$ cat config.mk
export PLATFORM = sky130hd
export DESIGN_NAME = jogador_automatico
export DESIGN_NICKNAME = d
export VERILOG_FILES = /design/src/rtl/jogador_automatico_pkg.sv /design/src/rtl/jogador_automatico_contador.sv /design/src/rtl/jogador_automatico.sv
export SDC_FILE = /design/constraint.sdc
export NUM_CORES = 1
export LEC_CHECK = 0
export BUFFER_PORTS_ARGS = -buffer_cell sky130_fd_sc_hd__buf_2
export CORE_MARGIN = 8
export CORE_UTILIZATION = 45
export CTS_CLUSTER_SIZE = 40
export DETAILED_ROUTE_END_ITERATION = 16
export GPL_TIMING_DRIVEN = 0
export HOLD_SLACK_MARGIN = 0.06
export PLACE_DENSITY = 0.72
export SYNTH_ARGS = -nofsm -noshare
export SYNTH_HDL_FRONTEND = slang
export SYNTH_SLANG_ARGS = --single-unit
$ cat constraint.sdc
create_clock -name clock -period 3.12 [get_ports clock]
set_clock_uncertainty 0.1 [all_clocks]
set_input_delay 0.156 -clock clock [delete_from_list [all_inputs] [get_ports clock]]
set_output_delay 0.156 -clock clock [all_outputs]
set_load 0.005 [all_outputs]
$ cat src/rtl/jogador_automatico_pkg.sv
// Shared definitions for the automatic player: FSM state codes (also the
// db_estado debug encoding), the one-hot LED constants and small helpers.
package jogador_automatico_pkg;

   typedef enum logic [3:0] {
      INICIAL     = 4'h0,
      PULSA_JOGAR = 4'h1,
      OBSERVA     = 4'h2,
      SILENCIO    = 4'h3,
      APERTA      = 4'h4,
      SOLTA       = 4'h5,
      PROX_RODADA = 4'h6,
      FIM         = 4'hF
   } estado_t;

   localparam logic [3:0] LED_APAGADO = 4'b0000;
   localparam logic [3:0] LED_0       = 4'b0001;
   localparam logic [3:0] LED_1       = 4'b0010;
   localparam logic [3:0] LED_2       = 4'b0100;
   localparam logic [3:0] LED_3       = 4'b1000;

   function automatic logic eh_one_hot(input logic [3:0] v);
      return (v == LED_0) || (v == LED_1) || (v == LED_2) || (v == LED_3);
   endfunction

   // Wrong-button injection: move the press to the next LED position.
   function automatic logic [3:0] rotaciona(input logic [3:0] v);
      return {v[2:0], v[3]};
   endfunction

endpackage

$ cat src/rtl/jogador_automatico_contador.sv
// contador_m: modulo-M up counter with synchronous clear (zera), enable
// (conta) and a terminal-count flag (fim) raised while q equals M-1.
module contador_m #(
   parameter int M = 50,
   parameter int N = 7
) (
   input  logic         clock,
   input  logic         zera,
   input  logic         conta,
   output logic [N-1:0] q,
   output logic         fim
);

   always_ff @(posedge clock) begin
      if (zera)
         q <= '0;
      else if (conta)
         q <= (q == N'(M - 1)) ? '0 : q + N'(1);
   end

   assign fim = (q == N'(M - 1));

endmodule

$ cat src/rtl/jogador_automatico.sv
// Automatic player for the memory game: watches the LED sequence shown each
// round, stores it, and replays it on the buttons with fixed press/gap timing.
module jogador_automatico
   import jogador_automatico_pkg::*;
#(
   parameter int MAX_RODADAS = 16,
   parameter int T_PRESS     = 50,
   parameter int T_GAP       = 50
) (
   input  logic       clock,
   input  logic       reset,
   input  logic       iniciar,
   input  logic       erro_en,
   input  logic [3:0] erro_rodada,
   input  logic [3:0] leds,
   input  logic       ganhou,
   input  logic       perdeu,
   input  logic       pronto,
   output logic       jogar,
   output logic [3:0] botoes,
   output logic       venceu,
   output logic       falhou,
   output logic       fim,
   output logic [3:0] db_estado,
   output logic [3:0] db_rodada,
   output logic [3:0] db_indice
);

   localparam int  T_MAX       = (T_PRESS > T_GAP) ? T_PRESS : T_GAP;
   localparam int  TW          = $clog2(T_MAX) + 1;
   localparam int  AW          = (MAX_RODADAS > 1) ? $clog2(MAX_RODADAS) : 1;
   localparam bit  PRESS_E_MAX = (T_PRESS >= T_GAP);

   estado_t         estado;
   estado_t         prox;
   logic [AW-1:0]   rodada;
   logic [AW-1:0]   indice;
   logic [AW-1:0]   prox_indice;
   logic            cheio;
   logic [3:0]      leds_ant;
   logic [3:0]      buffer [MAX_RODADAS];
   logic [3:0]      prox_botao;
   logic            grava;
   logic            completo;
   logic            encerra;
   logic [TW-1:0]   timer_q;
   logic            timer_fim;
   logic            timer_zera;
   logic            timer_conta;
   logic            fim_press;
   logic            fim_gap;

   contador_m #(
      .M(T_MAX),
      .N(TW)
   ) u_timer (
      .clock(clock),
      .zera (timer_zera),
      .conta(timer_conta),
      .q    (timer_q),
      .fim  (timer_fim)
   );

   assign fim_press = PRESS_E_MAX ? timer_fim : (timer_q == TW'(T_PRESS - 1));
   assign fim_gap   = PRESS_E_MAX ? (timer_q == TW'(T_GAP - 1)) : timer_fim;

   assign grava = (estado == OBSERVA) && (leds_ant == LED_APAGADO) && eh_one_hot(leds);

   // The last round fills every slot, so a saturated index is flagged by cheio.
   assign completo = cheio || ((AW+1)'(indice) == (AW+1)'(rodada) + (AW+1)'(1));

   // FIM is left out so iniciar can restart while the game still shows its result.
   assign encerra = (ganhou || perdeu || pronto) &&
                    (estado != INICIAL) && (estado != PULSA_JOGAR) && (estado != FIM);

   always_comb begin
      prox_indice = (estado == SILENCIO) ? '0 : indice + AW'(1);
      prox_botao  = buffer[prox_indice];
      if (erro_en && (int'(rodada) == int'(erro_rodada)) && (prox_indice == rodada))
         prox_botao = rotaciona(buffer[prox_indice]);
   end

   always_comb begin
      prox = estado;
      case (estado)
         INICIAL:     if (iniciar) prox = PULSA_JOGAR;
         PULSA_JOGAR: prox = OBSERVA;
         OBSERVA:     if ((leds == LED_APAGADO) && completo) prox = SILENCIO;
         SILENCIO:    if ((leds == LED_APAGADO) && fim_gap) prox = APERTA;
         APERTA:      if (fim_press) prox = SOLTA;
         SOLTA:       if (fim_gap) prox = (indice == rodada) ? PROX_RODADA : APERTA;
         PROX_RODADA: prox = (int'(rodada) + 1 == MAX_RODADAS) ? FIM : OBSERVA;
         FIM:         if (iniciar) prox = PULSA_JOGAR;
         default:     prox = INICIAL;
      endcase
      if (encerra)
         prox = FIM;
   end

   assign timer_conta = (estado == SILENCIO) || (estado == APERTA) || (estado == SOLTA);
   assign timer_zera  = reset || (prox != estado) ||
                        ((estado == SILENCIO) && (leds != LED_APAGADO));

   always_ff @(posedge clock) begin
      if (grava)
         buffer[indice] <= leds;
   end

   // Main FSM; every output is registered and updated alongside the state.
   always_ff @(posedge clock) begin
      if (reset) begin
         estado   <= INICIAL;
         jogar    <= 1'b0;
         botoes   <= LED_APAGADO;
         venceu   <= 1'b0;
         falhou   <= 1'b0;
         fim      <= 1'b0;
         rodada   <= '0;
         indice   <= '0;
         cheio    <= 1'b0;
         leds_ant <= LED_APAGADO;
      end else begin
         estado   <= prox;
         leds_ant <= leds;
         jogar    <= (prox == PULSA_JOGAR);
         case (estado)
            INICIAL: botoes <= LED_APAGADO;
            PULSA_JOGAR: begin
               rodada <= '0;
               indice <= '0;
               cheio  <= 1'b0;
            end
            OBSERVA: begin
               if (grava) begin
                  if (int'(indice) == MAX_RODADAS - 1)
                     cheio <= 1'b1;
                  else
                     indice <= indice + AW'(1);
               end
            end
            SILENCIO, SOLTA: begin
               if (prox == APERTA) begin
                  indice <= prox_indice;
                  botoes <= prox_botao;
               end
            end
            APERTA: if (prox == SOLTA) botoes <= LED_APAGADO;
            PROX_RODADA: begin
               if (prox == FIM) begin
                  fim    <= 1'b1;
                  falhou <= 1'b1;
                  venceu <= 1'b0;
               end else begin
                  rodada <= rodada + AW'(1);
                  indice <= '0;
                  cheio  <= 1'b0;
               end
            end
            FIM: begin
               if (prox == PULSA_JOGAR) begin
                  fim    <= 1'b0;
                  venceu <= 1'b0;
                  falhou <= 1'b0;
               end
            end
            default: botoes <= LED_APAGADO;
         endcase
         if (encerra) begin
            botoes <= LED_APAGADO;
            venceu <= ganhou;
            falhou <= perdeu;
            fim    <= 1'b1;
         end
      end
   end

   assign db_estado = estado;
   assign db_rodada = 4'(rodada);
   assign db_indice = 4'(indice);

endmodule

==> results of run 1 <==
[cells by family after synthesis]
group | after synthesis | synth area share
DFF | 96 | 0.512
and+or+nand+nor | 169 | 0.191
xor gates and xnor gates | 19 | 0.0333
buffers and inverters | 34 | 0.0333
AOI/OAI and AO/OA | 104 | 0.149
muxes | 25 | 0.0630
adders and majority gates | 7 | 0.0175
[report_power, final]
part           internal, mW  switching [mW]
clock                 0.380           0.457
combinational         0.147           0.238
sequential             1.37          0.0193
total                  1.90           0.714
[placed cells by master (no fill, tap or decap), types with 4 or more instances in the layout]
master,netlist,routed
nand3_1,12,12
buf_4,4,4
a31oi_1,10,10
and3_1,6,6
and2_1,18,18
nand2b_1,7,7
mux2i_1,15,15
nor3_1,13,13
o21ai_0,17,17
inv_1,10,10
nor2b_1,5,5
dfxtp_1,32,32
mux4_2,4,4
o2bb2ai_1,5,5
a21o_1,4,4
o211ai_1,4,4
clkbuf_1,7,4
nor2_1,41,41
clkbuf_8,0,9
edfxtp_1,64,64
nand4_1,6,6
xnor2_1,7,7
buf_2,7,41
xor2_1,12,11
ha_1,7,5
nand2_1,30,30
o22ai_1,6,6
mux2_2,4,4
a21oi_1,24,24
[layer usage]
metal | up-vias | global-route usage | wire length, um
li1 | 1809 | - | -
met1 | 1844 | 0.218 | 5370
met2 | 146 | 0.258 | 5470
met3 | 21 | 0.0433 | 973
met4 | 0 | 0.0563 | 236
met5 | - | 0 | 0
[flip-flops by register name, summed over array words and instances, names as in the netlist]
name       flops
db_estado      4
falhou         1
botoes         4
buffer        64
fim            1
jogar          1
u_timer.q      7
leds_ant       4
cheio          1
venceu         1
db_indice      4
db_rodada      4
[timing repair]
item / in CTS / in global routing
hold buffers: 3 / 0
setup endpoints to repair: 4 / 4
gates cloned: 0 / 0
pin swaps: 0 / 1
hold endpoints to repair: 3 / 0
resized for setup: 3 / 5
[stage by stage]
| step | TNS (ns) | area [um2] | cells |
|---|---|---|---|
| global route | -0.00742 | 5600 | 645 |
| global placement | -0.983 | 5350 | 628 |
| detailed placement | -0.966 | 5350 | 628 |
| floorplan | 0 | 5000 | 454 |
| CTS | 0 | 5590 | 645 |
| finish | 0 | 5600 | 645 |
[worst min path at each step]
stage                         to  slack, ns  depth (start not counted)
global route        db_indice[3]       0.11                          3
floorplan           buffer[0][0]       0.15                          0
global placement          venceu       0.32                          3
finish              db_indice[3]       0.09                          3
CTS                 db_indice[3]       0.07                          3
detailed placement        venceu       0.33                          3
[area by class of cell]
| cell class | instances | area (um2) | area share |
|---|---|---|---|
| multi-input cells | 324 | 2300 | 0.411 |
| clock buffers | 9 | 124 | 0.0221 |
| plain buffers | 20 | 115 | 0.0206 |
| repair buffers | 37 | 200 | 0.0358 |
| flip-flops and latches | 96 | 2560 | 0.458 |
| inverters | 12 | 46.3 | 0.00827 |
| clock inverters | 7 | 75.1 | 0.0134 |
| well taps | 140 | 175 | 0.0313 |
[worst max-delay path, cell delays in order, from the launching register on]
cell and delay, ns:
dfxtp_1 0.56, and4bb_2 0.32, nor2_2 0.36, mux4_2 0.60
a2111oi_1 0.52, a31oi_1 0.13, mux2i_1 0.18, o2bb2ai_1 0.08
==> results.cfg, run 1 <==
[worst_setup_path]
r2r_setup_slack_ns = 0.18
end_kind = register
path_class = register to register
crit_path_start = db_estado[3]
rr_endpoint = botoes[3]
start_kind = register
critPathCapture = botoes[3]
r2r_cells = 7
required_ns = 3.30
crit_path_max_fanout = 9
rr_startpoint = db_estado[3]
cp.arrival_ns = 3.12

[synth]
ys.flop_type = edfxtp_1
yosysTopAreaCell = edfxtp_1
post-synth-top-count-cell = edfxtp_1
synthDistinctLibCells = 80
yosysTopAreaCellShare = 0.384
syn-num-nets = 476
ys_top_cells_by_area = edfxtp_1, dfxtp_1, nor2_1
netlist_instances = 454
synth_commonest_cells = edfxtp_1, nor2_1, dfxtp_1, nand2_1, a21oi_1
async_flop_share = 0
synthesis.area_um2 = 5000
synth-edff-count = 64
yosys_register_bits = 96
avgSynthCellArea_um2 = 11.0
yosys_warnings = 0
ys_seq_area_frac = 0.512

[clocking]
post_cts_buffers = 0
path_clk_slew_ns = 0.10
clock_latency_ns = 0.37
cts.path.max_buffers = 2
cts_buffers = 9
cts.sinks = 96
cts_tree = yes
clk_root_buffer_cell = clkbuf_8
ctsHtreeMaxLevel = 3

[finish]
nets = 522
antenna_cells = 0
drive_above_1_share = 0.192
fin_util = 0.516
area_delta_synth_final_pct = 11.9
num-fill-cells = 965

[sta]
min_period_ns = 2.94
timing.fmax_mhz = 340
setup_ws_ns = 0.178
setup_viol = 0
relSlewSlack = 0.512
period_share = 0.943
maxSlewViolCount = 0
hold_viol = 0
fin_hold_ws_ns = 0.0932
tightestPinTransition_ns = 0.725

[detailed_routing]
vias = 3820
via_per_inst = 5.92
drt_iter0_drc = 293
ant_nets = 0
firstDrtPassIters = 5
wire_per_inst_um = 18.7
drc = 0
drt_wl_total_um = 12000

[global_routing]
overflow = 0
globalRouteTotalUtil = 0.166
grt_max_degree = 23
grt_pass1_vias = 3656
antenna_found_initial = 0
grt_pass1_wl_um = 19100

[job]
maxCapViolations = 0

[power]
power_leakage_nw = 1.97
design_power_total_mw = 2.61
irDropWorstVdd_v = 0.000214
cellPowerDensity_nw_per_um2 = 466

[placed_design]
dpl.hpwl_um = 8650
place_ws_ns = -0.346
gp_congestion = 0.907
portBuffers = 34

[hold_path]
hold_class = input pin to register
min_from = reset

[floorplanning]
fp.dieH_um = 121
row_count = 38
die_area_um2 = 14700
core_region_area_um2 = 10800
start_util = 0.461
ios = 35
fp.dieW_um = 121

[run_status]
status = finished, final reports clean
Note: power is estimated with default switching activity, not from simulation.
==> run 2, diff against run 1 <==
Settings changed: PLACE_DENSITY 0.72 to 0.71.
==> results.cfg, run 2 (same netlist as run 1, synthesis figures left out) <==
[clocking]
path_clk_slew_ns = 0.09
clock_latency_ns = 0.37
cts.sinks = 96
ctsHtreeMaxLevel = 3
cts_buffers = 9
post_cts_buffers = 0
cts.path.max_buffers = 2
cts_tree = yes
clk_root_buffer_cell = clkbuf_8

[job]
maxCapViolations = 0

[floorplanning]
ios = 35
die_area_um2 = 14700
row_count = 38
fp.dieW_um = 121
start_util = 0.461
fp.dieH_um = 121
core_region_area_um2 = 10800

[global_routing]
overflow = 0
globalRouteTotalUtil = 0.167
antenna_found_initial = 0
grt_max_degree = 23
grt_pass1_wl_um = 19200
grt_pass1_vias = 3633

[sta]
hold_viol = 0
relSlewSlack = 0.452
rsz0062_at_grt = no
min_period_ns = 2.98
setup_viol = 0
tightestPinTransition_ns = 0.814
maxSlewViolCount = 0
period_share = 0.956
timing.fmax_mhz = 335

[finish]
drive_above_1_share = 0.194
num-fill-cells = 937
nets = 522
area_delta_synth_final_pct = 11.9
reg_top3 = buffer (64), u_timer.q (7)
seq_area_um2 = 2560
layout_common_cells = edfxtp_1, buf_2, nor2_1
mostFrequentLayoutCell = edfxtp_1
multi_input_area_um2 = 2300
antenna_cells = 0
final_area_um2 = 5600
regMostFlops = buffer
largest_reg_flops = 64

[worst_setup_path]
end_kind = register
path_class = register to register
r2r_setup_slack_ns = 0.14
start_kind = register
cp.arrival_ns = 3.15
crit_path_max_fanout = 10
rr_endpoint = db_indice[0]
r2r_cells = 9
rr_startpoint = db_rodada[0]
required_ns = 3.29

[hold_path]
hold_end = db_indice[3]
min_from = reset
hold_class = input pin to register
hold_depth = 3

[power]
cellPowerDensity_nw_per_um2 = 468
power_leakage_nw = 1.96
irDropWorstVdd_v = 0.000211
design_power_total_mw = 2.62

[detailed_routing]
vias = 3804
wire_per_inst_um = 18.8
firstDrtPassIters = 5
drt_iter0_drc = 400
ant_nets = 0
via_per_inst = 5.90
drt_wl_total_um = 12100
drc = 0

[placed_design]
gp_congestion = 0.887
portBuffers = 34
dpl.hpwl_um = 8650
place_area_um2 = 5350

[run_status]
status = finished, final reports clean
==> run 2: cell count changes in the layout (fill, tap and decap cells not counted), sizes merged <==
cell,delta
clkinv,-1
clkinvlp,+2
inv,-1
==> run 2: repair_timing <==
| action | 4_1_cts | 5_1_grt |
|---|---|---|
| hold endpoints to repair | 3 | 0 |
| setup endpoints to repair | 4 | 4 |
| hold buffers | 3 | 0 |
| resized for setup | 3 | 4 |
| pin swaps | 0 | 1 |
==> run 2: area by class of cell <==
cell class,instances,share of cell area
Buffer,20,0.0206
Clock buffer,9,0.0221
Clock inverter,7,0.0139
Inverter,12,0.00827
Multi-Input combinational cell,324,0.410
Sequential cell,96,0.458
Tap cell,140,0.0313
Timing Repair Buffer,37,0.0358
==> run 2: per-layer routing <==
layer | share of wire | track usage | vias to the layer above
li1 | - | - | 1804
met1 | 0.46 | 0.231 | 1843
met2 | 0.45 | 0.250 | 143
met3 | 0.077 | 0.0423 | 14
met4 | 0.012 | 0.0517 | 0
met5 | 0 | 0 | -
==> run 2: report_power, final <==
group          total, mW  internal (mW)  switching [mW]
Clock              0.844          0.379           0.465
Sequential          1.39           1.37          0.0193
Combinational      0.385          0.147           0.238
==> run 2: worst max path at each step <==
stage	start	to	slack [ns]	depth (start not counted)
3_3_place_gp	db_indice[1]	botoes[3]	-0.28	8
4_1_cts	db_indice[1]	botoes[1]	0.05	9
6_report	db_rodada[0]	db_indice[0]	0.14	9
3_5_place_dp	db_indice[1]	botoes[3]	-0.30	8
5_1_grt	db_indice[0]	botoes[2]	0.008	10
2_1_floorplan	db_indice[0]	botoes[0]	0.39	11
==> run 2: per-stage QoR <==
step / hold WS, ns / std cells / setup TNS, ns / worst slack (ns) / util
3_3_place_gp: 0.319 / 628 / -0.850 / -0.284 / 0.493
3_5_place_dp: 0.323 / 628 / -1.03 / -0.302 / 0.493
4_1_cts: 0.0780 / 646 / 0 / 0.0463 / 0.516
6_report: 0.0883 / 645 / 0 / 0.138 / 0.516
2_1_floorplan: 0.155 / 454 / 0 / 0.392 / -
5_1_grt: 0.109 / 645 / 0 / 0.00835 / 0.516
==> run 2: critical path: stages (launching register included) <==
cell,delay (ns)
dfxtp_1,0.50
ha_1,0.29
nand3_1,0.12
or4_1,0.51
buf_4,0.19
nand3_2,0.07
a21oi_1,0.11
a311oi_1,0.45
or2_4,0.24
mux2_4,0.30
